===== src/rtl/led_seq_pkg.sv =====
// Shared constants and types for the LED pattern sequencer.
package led_seq_pkg;

    localparam int LED_W = 8;
    localparam int PWM_W = 4;

    localparam logic [1:0] MODE_SHIFT  = 2'b00;
    localparam logic [1:0] MODE_BOUNCE = 2'b01;
    localparam logic [1:0] MODE_FILL   = 2'b10;
    localparam logic [1:0] MODE_FLASH  = 2'b11;

    localparam logic [LED_W-1:0] INIT_SHIFT  = 8'h01;
    localparam logic [LED_W-1:0] INIT_BOUNCE = 8'h01;
    localparam logic [LED_W-1:0] INIT_FILL   = 8'h00;
    localparam logic [LED_W-1:0] INIT_FLASH  = 8'h00;

    // Bounce endpoints, used to decide when the travel direction flips.
    localparam logic [LED_W-1:0] BOUNCE_TOP = 8'h80;
    localparam logic [LED_W-1:0] BOUNCE_BOT = 8'h01;

    typedef enum logic {
        B_LEFT  = 1'b0,
        B_RIGHT = 1'b1
    } bounce_t;

    // First pattern shown after a mode is loaded.
    function automatic logic [LED_W-1:0] init_pattern(input logic [1:0] m);
        logic [LED_W-1:0] p;
        case (m)
            MODE_SHIFT:  p = INIT_SHIFT;
            MODE_BOUNCE: p = INIT_BOUNCE;
            MODE_FILL:   p = INIT_FILL;
            default:     p = INIT_FLASH;
        endcase
        return p;
    endfunction

endpackage


===== src/rtl/led_pwm.sv =====
// Brightness PWM: free-running 16-step counter, brightness sampled only at
// the period boundary, and a registered gate on the LED bank.
module led_pwm
    import led_seq_pkg::*;
(
    input  logic             clk,
    input  logic             rst_n,
    input  logic [PWM_W-1:0] brightness,
    input  logic [LED_W-1:0] pattern_in,
    output logic [LED_W-1:0] led
);

    localparam logic [PWM_W-1:0] PWM_MAX = '1;

    logic [PWM_W-1:0] pwm_cnt;
    logic [PWM_W-1:0] bright_q;
    logic             gate;

    // Full-scale brightness means always on rather than 15/16.
    assign gate = (pwm_cnt < bright_q) || (bright_q == PWM_MAX);

    // Counter, period-aligned brightness sample and gated LED register.
    always_ff @(posedge clk) begin
        if (!rst_n) begin
            pwm_cnt  <= '0;
            bright_q <= PWM_MAX;
            led      <= '0;
        end else begin
            pwm_cnt <= pwm_cnt + 1'b1;
            if (pwm_cnt == PWM_MAX) begin
                bright_q <= brightness;
            end
            led <= gate ? pattern_in : '0;
        end
    end

endmodule


===== src/rtl/led_pattern_seq.sv =====
// LED pattern sequencer: rising-edge step detect on blink_in, per-mode
// pattern FSM, and the PWM brightness stage.
//
// bounce state | meaning
// B_LEFT       | lit LED travels toward bit 7
// B_RIGHT      | lit LED travels toward bit 0
module led_pattern_seq
    import led_seq_pkg::*;
(
    input  logic             clk,
    input  logic             rst_n,
    input  logic             blink_in,
    input  logic [1:0]       mode,
    input  logic             mode_load,
    input  logic [PWM_W-1:0] brightness,
    output logic [LED_W-1:0] led,
    output logic             step_pulse
);

    logic             prev_q;
    logic             step;
    logic             step_pulse_d;
    logic [1:0]       mode_q;
    logic [1:0]       mode_d;
    logic [LED_W-1:0] pattern_q;
    logic [LED_W-1:0] pattern_d;
    bounce_t          bstate_q;
    bounce_t          bstate_d;

    // prev_q resets high so a level already high at release is not a step.
    assign step = blink_in & ~prev_q;

    // State register: edge-detect history, mode, pattern and bounce direction.
    always_ff @(posedge clk) begin
        if (!rst_n) begin
            prev_q     <= 1'b1;
            mode_q     <= MODE_SHIFT;
            pattern_q  <= INIT_SHIFT;
            bstate_q   <= B_LEFT;
            step_pulse <= 1'b0;
        end else begin
            prev_q     <= blink_in;
            mode_q     <= mode_d;
            pattern_q  <= pattern_d;
            bstate_q   <= bstate_d;
            step_pulse <= step_pulse_d;
        end
    end

    // Next state: a mode load takes priority over (and swallows) a step.
    always_comb begin
        mode_d    = mode_q;
        pattern_d = pattern_q;
        bstate_d  = bstate_q;
        if (mode_load) begin
            mode_d    = mode;
            pattern_d = init_pattern(mode);
            bstate_d  = B_LEFT;
        end else if (step) begin
            case (mode_q)
                MODE_SHIFT: begin
                    pattern_d = {pattern_q[LED_W-2:0], pattern_q[LED_W-1]};
                end
                MODE_BOUNCE: begin
                    if (bstate_q == B_LEFT) begin
                        pattern_d = pattern_q << 1;
                        if (pattern_d == BOUNCE_TOP) begin
                            bstate_d = B_RIGHT;
                        end
                    end else begin
                        pattern_d = pattern_q >> 1;
                        if (pattern_d == BOUNCE_BOT) begin
                            bstate_d = B_LEFT;
                        end
                    end
                end
                MODE_FILL: begin
                    pattern_d = (pattern_q == '1) ? '0 : {pattern_q[LED_W-2:0], 1'b1};
                end
                default: begin
                    pattern_d = ~pattern_q;
                end
            endcase
        end
    end

    // Output decode: strobe only for steps that actually advanced the pattern.
    always_comb begin
        step_pulse_d = step & ~mode_load;
    end

    led_pwm u_pwm (
        .clk        (clk),
        .rst_n      (rst_n),
        .brightness (brightness),
        .pattern_in (pattern_q),
        .led        (led)
    );

endmodule

===== config.mk =====
export PLATFORM = sky130hd
export DESIGN_NAME = led_pattern_seq
export DESIGN_NICKNAME = d
export VERILOG_FILES = /design/src/rtl/led_seq_pkg.sv /design/src/rtl/led_pwm.sv /design/src/rtl/led_pattern_seq.sv
export SDC_FILE = /design/constraint.sdc
export NUM_CORES = 1
export LEC_CHECK = 0
export BUFFER_PORTS_ARGS = -buffer_cell sky130_fd_sc_hd__buf_2
export CAP_MARGIN = 20
export CORE_UTILIZATION = 55
export DETAILED_ROUTE_END_ITERATION = 7
export PLACE_DENSITY = 0.82
export SYNTH_ARGS = -nofsm -noshare
export SYNTH_HDL_FRONTEND = slang
export SYNTH_SLANG_ARGS = --single-unit

===== constraint.sdc =====
create_clock -name clk -period 2.4 [get_ports clk]
set_input_delay 0.24 -clock clk [delete_from_list [all_inputs] [get_ports clk]]
set_output_delay 0.24 -clock clk [all_outputs]
set_load 0.01 [all_outputs]

After elaboration in Yosys (flattened, before gate mapping)
Index checks and enable logic that the tools add are counted.
Widths: inputs -> output; s select.
{ "word_totals": {"latchBits": 0, "mem_count": 0, "ramBits": 0, "romBits": 0, "ff_bits": 29, "output_inout_bits": 9, "inputBits": 10} }
{ "op_classes": {"n_addsub": 1, "shifts": 0, "multipliers": 0, "n_mux": 9, "reduce_logical": 8, "bitwise_logic": 6, "n_eq_ne": 8, "n_lt_le_gt_ge": 1, "n_div": 0} }
{ "ops": {"columns": ["operator", "count"], "rows": [
  ["$mux 8", 4],
  ["$pmux 8 s3", 1],
  ["$eq 4x4->1 const B", 2],
  ["$eq 8x8->1 const B", 1],
  ["$not 8->8", 1],
  ["$eq 7x1->1 const B", 1],
  ["$eq 7x7->1 const B", 1],
  ["$add 4x1->4 const B", 1],
  ["$eq 2x1->1 const B", 2],
  ["$logic_not 2->1", 2],
  ["$lt 4x4->1", 1],
  ["$mux 1", 4],
  ["$reduce_and 2->1", 2],
  ["$reduce_or 2->1", 2],
  ["$not 1->1", 3],
  ["$and 1x1->1", 2],
  ["$eq 2x2->1 const B", 1],
  ["$reduce_bool 2->1", 1],
  ["$logic_or 1x1->1", 1]
]} }

Logic depth before layout (Yosys ltp)
Gate-level depths: netlist of run 1.
{ "logic_depth": {"depth_word": 5, "ltp_mapped": 6, "depth_no_buf": 5} }

By module
A second synthesis of run 1 with hierarchy kept.
{ "unflattened": {"cells_unflattened": 165, "hier_area_um2": 1431.4} }
{ "modules_own_cells": {"columns": ["module", "area_per_inst_um2", "n_inst", "cells_each"], "rows": [
  ["led_pattern_seq", 805.8, 1, 104],
  ["led_pwm", 625.6, 1, 61]
]} }

Least setup slack after synthesis of run 1
Ideal clock, no wire load.
{ "synth_timing": {"kind": "register to register", "from": "reg pattern_q[6]", "to": "reg pattern_q[7]", "path_stages_with_launch": 6, "synth_period_minus_slack_ps": 1395, "path_slack_ps": 1005, "arrival_time_ps": 1278, "path_cell_list": "dfxtp_1 > buf_4 > nand4_1 > or3_4 > o21a_4 > a22o_1"} }
{ "synth_via": {"elab_chain_len": 5, "elab_cells_between_ends": 6, "cone_classes": "eq/ne (1); mux (5)"} }
{ "synth_rtl": {"columns": ["element", "line", "source"], "rows": [
  ["start: declaration", "led_pattern_seq.sv:25", "logic [LED_W-1:0] pattern_q;"],
  ["start signal: assignment", "led_pattern_seq.sv:44", "pattern_q <= pattern_d;"],
  ["$eq 8x8->1", "led_pattern_seq.sv:78", "pattern_d = (pattern_q == '1) ? '0 : {pattern_q[LED_W-2:0], 1'b1};"],
  ["$mux 8", "led_pattern_seq.sv:78", null],
  ["$pmux 8 s3 *", "led_pattern_seq.sv:60", "case (mode_q)"],
  ["$mux 8 *", "led_pattern_seq.sv:59", "end else if (step) begin"],
  ["$mux 8 *", "led_pattern_seq.sv:55", "if (mode_load) begin"]
]} }
Mark *: on every way between the ends. The rest lies on a longest branch, timed or not. The select of a mux whose other input is x is not followed.
A chain may end at the register's enable or synchronous reset.

Final worst setup path of run 1
{ "layout_timing": {"from": "reg mode_q[1]", "to": "reg pattern_q[2]"} }
{ "layout_via": {"elab_chain_len": 4, "elab_cells_between_ends": 6, "cone_classes": "eq/ne (2); mux (3); reduce/logical (1)"} }
{ "layout_rtl": {"columns": ["element", "line", "source"], "rows": [
  ["start: declaration", "led_pattern_seq.sv:23", "logic [1:0] mode_q;"],
  ["start signal: assignment", "led_pattern_seq.sv:43", "mode_q <= mode_d;"],
  ["$eq 2x2->1 (tied with other cells)", "led_pattern_seq.sv:60", null],
  ["$pmux 8 s3 *", "led_pattern_seq.sv:60", null],
  ["$mux 8 *", "led_pattern_seq.sv:59", null],
  ["$mux 8 *", "led_pattern_seq.sv:55", null]
]} }
Marks and branches as above.

==> impl_metrics.yaml, run 1 <==
run_status:
  run_status: "complete, no violations"
synthesis:
  postSynth.asyncResetShare_pct: 0
  synth_top_area_share_pct: 42.76
  synth_edf_count: 0
  yosysTopAreaCell: "dfxtp_1"
  syn_nets: 168
  seq_area_frac_synth_pct: 42.76
  synth-main-ff-cell: "dfxtp_1"
  ys_top_cells_by_area: "dfxtp_1 43%, nand2_1 5.8%, a22o_1 5.2%"
  synth_commonest_cells: "29 x dfxtp_1, 21 x nand2_1, 12 x nor2_1"
  syn_area_sq_mm: 0.001358
  yosys_warnings: 0
  syn_area_per_cell_sq_um: 8.815
  ys_ff_latch: 29
  synth.most_common_cell: "dfxtp_1"
  yosysUniqueCellTypes: 34
  syn_inst: 154
detailed_routing:
  vias: 1194
  first_pass_iters: 4
  wl_per_cell_um: 13.55
  ant_nets: 0
  drtIter0Drc: 25
  drt_wl_total_um: 2709
  viasPerCell: 5.970
  drc: 0
clocking:
  cts-htree-levels: 2
  cts_buffers: 5
  cts_tree: "done"
  clock_latency_ns: 0.33
  cts_buffer_depth: 2
  postCtsHoldBufs: 0
  post_cts_buffers: 0
  cts-resized-gates: 0
  cts-root-buf: "clkbuf_4"
  path_clk_slew_ns: 0.09
  clkSinkCount: 29
global_route:
  grt_pass1_vias: 1099
  grt.overflow.total: 0
  grt_max_degree: 22
  antenna_found_initial: 0
  gr-usage-all-layers_pct: 24.94
  grt_pass1_wl_um: 4795
setup_path:
  cp_cell_sequence: "nand2_1, or3_4, o21a_4, a22o_1"
  path_max_fanout: 13
  critPathSlowestCell: "dfxtp_1"
  required_ns: 2.61
  slowest_delay_ns: 0.56
  critPathArrivalTime_ns: 1.86
  path_delay_family: "flip-flops"
  crit_type: "reg2reg"
  startpoint_type: "flop"
  critPathBufInv: 0
  endpoint_kind: "flop"
placement:
  gp_congestion: 0.9133
  portBuffers: 18
  hpwlAfterDp_um: 1930
  preCtsSetupSlack_ns: 0.7937
power:
  ir_worst_vdd_mv: 0.4223
  powerDensity_mw_per_mm2: 563.1
  leakagePower_nw: 0.6783
  fin_total_pwr_mw: 0.8482
timing:
  finalSetupViolCount: 0
  rsz0062_at_grt: "false"
  drv_slew: 0
  tightest_slew_ns: 0.8156
  fmax_mhz: 607.6
  min_period_ns: 1.646
  fin_ws_ns: 0.7541
  final-hold-violation-count: 0
  slew_headroom_pct: 45.21
  fin_crit_sh_pct: 68.58
  finalSetupTns_ns: 0
  fin_skew_ns: 0.01115
floorplan:
  start_util_pct: 59.65
  die_h_um: 51.68
  pin_count: 19
  core_sq_mm: 0.002276
  rows: 17
  die_w_um: 51.68
  dieArea_sq_mm: 0.002671
job:
  maxCapViolCount: 0
layout:
  nets: 186
  final_layout_size_suffix_gt1_share_pct: 15.12
  areaGrowthSynthToFinish_pct: 10.97
  diodes: 0
worst_hold_path:
  hp-class: "in2reg"
==> power breakdown <==
group / internal, mW / leakage (nW) / switching [mW]
clock: 0.138 / 0.0314 / 0.152
combinational: 0.0248 / 0.411 / 0.0261
sequential: 0.492 / 0.236 / 0.0152
total: 0.655 / 0.678 / 0.193
==> stage by stage <==
| stage | instance area, sq um | cells | util [%] | hold slack (ns) |
|---|---|---|---|---|
| floorplan | 1358 | 154 | - | 0.3415 |
| global placement | 1451 | 193 | 63.77 | 0.4491 |
| detailed placement | 1451 | 193 | 63.77 | 0.4527 |
| CTS | 1506 | 200 | 66.19 | 0.1009 |
| global route | 1506 | 200 | 66.19 | 0.1020 |
| finish | 1506 | 200 | 66.19 | 0.1145 |
==> worst reg2reg max path: cells and delay by family, from the launching register on <==
| family | cells | cell delay [ns] |
|---|---|---|
| DFF | 1 | 0.56 |
| and+or+nand+nor | 2 | 0.53 |
| AOI/OAI and AO/OA | 2 | 0.44 |
==> cells in the final DEF (no fill, tap or decap), types with 2 or more instances in the layout <==
master and instances:
a21boi_0 2, nand2_1 21, a21oi_1 7, dfxtp_1 29, clkbuf_4 5, a21o_1 2
mux2i_1 6, buf_2 18, nand2b_1 5, nand3_1 4, inv_1 5, nor2b_1 3
o31ai_1 9, o21bai_1 8, nor2_1 12, a22o_1 8, o21ai_0 6, and2_1 3
ha_1 4
==> cells by family after synthesis <==
| kind of cell | after synthesis | synth area share (%) |
|---|---|---|
| buffers and inverters | 12 | 3.686 |
| multiplexers | 6 | 4.424 |
| adder cells (fa/ha/maj) | 4 | 3.687 |
| XOR/XNOR | 2 | 1.291 |
| AO/OA/AOI/OAI | 46 | 24.42 |
| flip-flops | 29 | 42.77 |
| AND/OR/NAND/NOR | 55 | 19.72 |
==> worst paths after layout <==
path                                        startpoint                   endpoint  slack [ns]  depth (start not counted)
worst min-delay path                          blink_in          prev_q$_SDFF_PN1_        0.11                          2
worst min register to register       prev_q$_SDFF_PN1_      step_pulse$_SDFF_PN0_        0.47                          1
worst max register to register  mode_q[1]$_SDFFE_PN0P_  pattern_q[2]$_SDFFE_PN0P_        0.75                          4
worst max-delay path            mode_q[1]$_SDFFE_PN0P_  pattern_q[2]$_SDFFE_PN0P_        0.75                          4
==> flip-flops by register name, indices dropped and copies added, names as in the netlist <==
register,flops
pattern_q,8
u_pwm.led,8
u_pwm.bright_q,4
u_pwm.pwm_cnt,4
mode_q,2
bstate_q,1
prev_q,1
step_pulse,1
==> layout make-up <==
type	instances	area, sq um
clock buffers	7	55.05
fillers	187	769.5
inverters	5	18.77
multi-input cells	113	726.9
flip-flops and latches	29	580.6
well taps	28	35.03
repair buffers	18	90.09
==> routing by layer <==
| layer | track usage (%) | vias up | wire (um) | share of wire (%) |
|---|---|---|---|---|
| met5 | 0 | - | 0 | 0 |
| met4 | 10.81 | 0 | 53 | 2.0 |
| met3 | 9.064 | 8 | 188 | 6.9 |
| met2 | 38.96 | 53 | 1243 | 46 |
| met1 | 30.66 | 553 | 1224 | 45 |
| li1 | - | 580 | - | - |
(Power assumes the default switching activity.)
==> run 2, diff against run 1 <==
Settings changed: CORE_UTILIZATION 55 to 50, PLACE_DENSITY 0.82 to 0.79.
Clock period 2.4 ns to 1.4 ns, I/O delays scaled along.
==> run 2 against run 1 <==
  * Routed wire length increased by 28%
  * Die area increased by 9.6%
  * Largest power group unchanged
  * Combinational power increased to 2.7 times the previous value
  * Cell area increased by 22%
  * Sequential share of layout area decreased by 6.2 points
  * Count of clock-buffer cells in the layout decreased by 1
  * Critical endpoint is now pattern_q[7]$_SDFFE_PN0P_
==> impl_metrics.yaml, run 2 (same netlist as run 1, synthesis figures left out) <==
floorplan:
  die_w_um: 54.11
  rows: 18
  dieArea_sq_mm: 0.002927
  core_sq_mm: 0.002522
  pin_count: 19
  start_util_pct: 53.82
  die_h_um: 54.11
global_route:
  grt_pass1_wl_um: 5368
  grt_pass1_vias: 1137
  grt_max_degree: 21
  gr-usage-all-layers_pct: 26.81
  grt.overflow.total: 0
  antenna_found_initial: 0
layout:
  mostFrequentLayoutCells: "20 x nand2_1, 20 x dfxtp_1, 20 x buf_4"
  seq_area_sq_um: 594.3
  top_regs: "pattern_q x8, u_pwm.led x8"
  multiInputGateArea_sq_um: 864.6
  areaGrowthSynthToFinish_pct: 35.30
  fillCellCount: 191
  nets: 209
  diodes: 0
  final_layout_size_suffix_gt1_share_pct: 37.24
  fin_util_pct: 72.82
setup_path:
  startpoint_type: "flop"
  crit_type: "reg2reg"
  r2r-start: "mode_q[1]$_SDFFE_PN0P_"
  critPathArrivalTime_ns: 1.65
  endpoint_kind: "flop"
  required_ns: 1.66
  cp-startpoint: "mode_q[1]$_SDFFE_PN0P_"
  path_max_fanout: 7
  ff2ff_setup_slack_ns: 0.006
detailed_routing:
  ant_nets: 0
  drt_wl_total_um: 3476
  wl_per_cell_um: 15.38
  drtIter0Drc: 43
  vias: 1310
  first_pass_iters: 4
  drc: 0
  viasPerCell: 5.796
clocking:
  cts_buffer_depth: 2
  clkSinkCount: 29
  cts-htree-levels: 2
  clock_latency_ns: 0.35
  cts-root-buf: "clkbuf_4"
  path_clk_slew_ns: 0.10
  cts_tree: "done"
  cts_buffers: 5
timing:
  slew_headroom_pct: 77.80
  finalSetupViolCount: 0
  drv_slew: 0
  rsz0062_at_grt: "true"
  fin_crit_sh_pct: 99.55
  fin_ws_ns: 0.006259
  tightest_slew_ns: 0.3315
  final-hold-violation-count: 0
  finalSetupTns_ns: 0
  fin_skew_ns: 0.01538
  min_period_ns: 1.394
  fmax_mhz: 717.5
power:
  fin_total_pwr_mw: 1.485
  leakagePower_nw: 0.8260
  powerDensity_mw_per_mm2: 808.4
  ir_worst_vdd_mv: 0.7950
placement:
  portBuffers: 18
  gp_congestion: 0.9350
  hpwlAfterDp_um: 2267
  preCtsSetupSlack_ns: -0.06318
run_status:
  run_status: "complete, no violations"
worst_hold_path:
  hp-class: "in2reg"
  worstHoldStart: "brightness[2]"
job:
  maxCapViolCount: 0
[run 2: cell types whose count changed in the layout (fill, tap and decap cells not counted), sizes merged]
cell,previous run,this run
buf,18,38
dlygate4sd3,0,3
clkinv,0,2
clkbuf,7,6
[run 2: layout make-up]
| class | count | area share (%) |
|---|---|---|
| multi-input combinational | 113 | 47.07 |
| sequential | 29 | 32.36 |
| timing repair buffer | 41 | 14.71 |
| clock buffer | 6 | 2.248 |
| tap | 30 | 2.044 |
| inverter | 5 | 1.022 |
| clock inverter | 2 | 0.5450 |
[run 2: per-layer routing]
layer	wire [um]	vias to the layer above	track usage (%)
met1	1447	627	31.02
met5	0	-	0
met3	189	10	11.02
met4	107	0	11.54
li1	-	631	-
met2	1731	42	43.21
[run 2: power by group]
part | switching (mW) | total, mW | internal (mW) | leakage [nW]
Combinational | 0.0710 | 0.138 | 0.0674 | 0.555
Clock | 0.298 | 0.488 | 0.190 | 0.0320
Sequential | 0.0157 | 0.858 | 0.843 | 0.239
[run 2: repair_timing]
item                                    in CTS  in global routing
endpoints found under the setup margin       8                 16
pin swaps                                    1                 18
hold endpoints to repair                     3                  0
setup buffers                                0                  4
cloned                                       0                  0
resized for setup                           13                 22
hold buffers                                 3                  0
[run 2: worst paths after layout]
kind / to / depth (start not counted)
max reg2reg: pattern_q[7]$_SDFFE_PN0P_ / 4
min reg2reg: step_pulse$_SDFF_PN0_ / 1
max: pattern_q[7]$_SDFFE_PN0P_ / 4
min: u_pwm.bright_q[2]$_SDFFE_PN1N_ / 3
[run 2: metrics by stage]
stage | instances | hold WS (ns) | cell area [sq um]
finish | 226 | 0.008136 | 1837
global route | 226 | 0.005763 | 1837
CTS | 222 | 0.003860 | 1713
detailed placement | 211 | 0.3525 | 1574
global placement | 211 | 0.3519 | 1574
floorplan | 154 | 0.2415 | 1358
[run 2: worst max-delay path, stage by stage (launching register included)]
cell and delay (ns):
dfxtp_2 0.37, nand2_2 0.07, or3_4 0.41, o21a_4 0.25
a22o_1 0.20
==> run 3, diff against run 2 <==
Settings changed: PLACE_DENSITY 0.79 to 0.78, SYNTH_HIERARCHICAL set to 1.
==> run 3 against run 2 <==
  * Clock power rose by 6.8%
  * Final cell count shrank 0.88%
  * Register-to-register slack barely moved
  * Flip-flop and latch count unchanged
  * Worst setup slack improved by 0.00085 ns
  * Highest routed layer unchanged
==> impl_metrics.yaml, run 3 <==
clocking:
  path_clk_slew_ns: 0.08
  cts-root-buf: "clkbuf_4"
  cts-htree-levels: 2
  cts_buffer_depth: 2
  clock_latency_ns: 0.33
  postCtsHoldBufs: 0
  clkSinkCount: 29
  post_cts_buffers: 0
  cts_tree: "done"
  cts_buffers: 5
run_status:
  run_status: "complete, no violations"
setup_path:
  slowest_delay_ns: 0.54
  endpoint_kind: "flop"
  cp_cell_sequence: "or4b_4, nor4_4, a41o_1, nor2_1"
  path_delay_family: "simple AND/OR/NAND/NOR gates"
  critPathArrivalTime_ns: 1.62
  startpoint_type: "flop"
  required_ns: 1.63
  path_max_fanout: 2
  crit_type: "reg2reg"
  critPathBufInv: 0
  critPathSlowestCell: "or4b_4"
global_route:
  gr-usage-all-layers_pct: 22.79
  grt_max_degree: 21
  grt_pass1_wl_um: 5368
  grt_pass1_vias: 1212
  antenna_found_initial: 0
  grt.overflow.total: 0
worst_hold_path:
  hp-class: "in2reg"
placement:
  preCtsSetupSlack_ns: -0.03003
  hpwlAfterDp_um: 2253
  gp_congestion: 0.8909
  portBuffers: 18
synthesis:
  syn_nets: 179
  synth.most_common_cell: "dfxtp_1"
  ys_ff_latch: 29
  yosysUniqueCellTypes: 43
  syn_inst: 165
  synth_edf_count: 0
  yosys_warnings: 6
  ys_top_cells_by_area: "dfxtp_1 41%, nand2_1 7.1%, mux2i_1 7.0%"
  synth-main-ff-cell: "dfxtp_1"
  seq_area_frac_synth_pct: 40.56
  syn_area_sq_mm: 0.001431
  synth_top_area_share_pct: 40.56
  yosysTopAreaCell: "dfxtp_1"
  postSynth.asyncResetShare_pct: 0
  syn_area_per_cell_sq_um: 8.675
  synth_commonest_cells: "29 x dfxtp_1, 27 x nand2_1, 12 x a21oi_1"
timing:
  min_period_ns: 1.393
  tightest_slew_ns: 0.4181
  finalSetupViolCount: 0
  fin_crit_sh_pct: 99.49
  drv_slew: 0
  fin_skew_ns: 0.005519
  fin_ws_ns: 0.007106
  final-hold-violation-count: 0
  fmax_mhz: 717.9
  rsz0062_at_grt: "true"
  finalSetupTns_ns: 0
  slew_headroom_pct: 72.09
  holdWs_ns: 0.02364
floorplan:
  rows: 19
  die_w_um: 55.51
  core_sq_mm: 0.002734
  pin_count: 19
  start_util_pct: 52.36
  dieArea_sq_mm: 0.003081
  die_h_um: 55.51
layout:
  nets: 207
  top_regs: "pattern_q x8, u_pwm/led x8"
  areaGrowthSynthToFinish_pct: 17.74
  final_layout_size_suffix_gt1_share_pct: 26.42
  diodes: 0
  mostFrequentLayoutCells: "27 x nand2_1, 27 x dfxtp_1, 18 x buf_2"
power:
  ir_worst_vdd_mv: 0.7221
  leakagePower_nw: 0.7571
  powerDensity_mw_per_mm2: 903.2
detailed_routing:
  drc: 0
  drt_wl_total_um: 3174
  viasPerCell: 5.705
  vias: 1278
  ant_nets: 0
  drtIter0Drc: 74
  wl_per_cell_um: 14.17
  first_pass_iters: 4
job:
  maxCapViolCount: 0
-- run 3: changes by cell type in the layout (fill, tap and decap cells not counted), sizes merged, moves of 4 or more --
| cell | delta |
|---|---|
| mux2i | +4 |
| o22ai | +4 |
| o21bai | -8 |
| a21oi | +6 |
| and2 | +4 |
| buf | -7 |
| nand2 | +6 |
| a31oi | +6 |
| o31ai | -8 |
| a22o | -7 |
-- run 3: path summary, 6_finish.rpt --
path                                                startpoint                        endpoint  slack [ns]  depth (start not counted)
worst max-delay path                    mode_q[1]$_SDFFE_PN0P_           bstate_q$_SDFFE_PP0P_       0.007                          4
worst max register to register          mode_q[1]$_SDFFE_PN0P_           bstate_q$_SDFFE_PP0P_       0.007                          4
worst min-delay path                             brightness[3]  u_pwm/bright_q[3]$_SDFFE_PN1N_        0.02                          3
worst min register to register  u_pwm/bright_q[3]$_SDFFE_PN1N_  u_pwm/bright_q[3]$_SDFFE_PN1N_        0.49                          2
-- run 3: what timing repair did --
item | in CTS | in global routing
setup endpoints to repair | 1 | 12
hold endpoints to repair | 0 | 0
pin swaps | 0 | 1
resized for setup | 0 | 8
gates cloned | 0 | 0
-- run 3: final cells by class --
type / count / area, sq um
flip-flops and latches: 29 / 583.1
multi-input cells: 121 / 802.0
well taps: 31 / 38.79
fillers: 224 / 1049
clock buffers: 7 / 55.05
repair buffers: 31 / 187.7
inverters: 5 / 18.77
-- run 3: where the power goes --
part           internal (mW)  switching, mW  total, mW  leakage, nW
clock network          0.237          0.284      0.521       0.0314
registers              0.844         0.0130      0.857        0.236
logic                 0.0666         0.0783      0.145        0.490
-- run 3: worst register-to-register path: cells and delay by family, from the launching register on --
family          cells  cell delay (ns)
simple gates        3             0.75
flops               1             0.33
compound gates      1             0.21
-- run 3: per-stage QoR --
step / utilization, % / std cells / total power, mW / area (sq um)
final: 61.65 / 224 / 1.522 / 1685
after global routing: 61.65 / 224 / 1.594 / 1685
after CTS: 60.78 / 224 / 1.531 / 1662
after detailed placement: 58.76 / 217 / 1.016 / 1607
after global placement: 58.76 / 217 / 1.009 / 1607
after floorplan: - / 165 / 0.9650 / 1431
-- run 3: routing by layer --
metal / track usage [%] / share of wire [%] / vias up
met4: 13.93 / 1.9 / 0
met2: 35.63 / 47 / 53
met5: 0 / 0 / -
met1: 27.30 / 44 / 579
li1: - / - / 642
met3: 7.026 / 7.5 / 4
-- run 3: cells by family (layout without fill, tap and decap cells) --
group,Yosys count,in the layout,synth area share (%)
adder cells (fa/ha/maj),4,4,3.497
multiplexers,10,10,6.993
XOR/XNOR,2,2,1.224
AO/OA/AOI/OAI,35,35,16.61
AND/OR/NAND/NOR,70,70,26.22
buffers and inverters,15,43,4.895
flip-flops,29,29,40.56
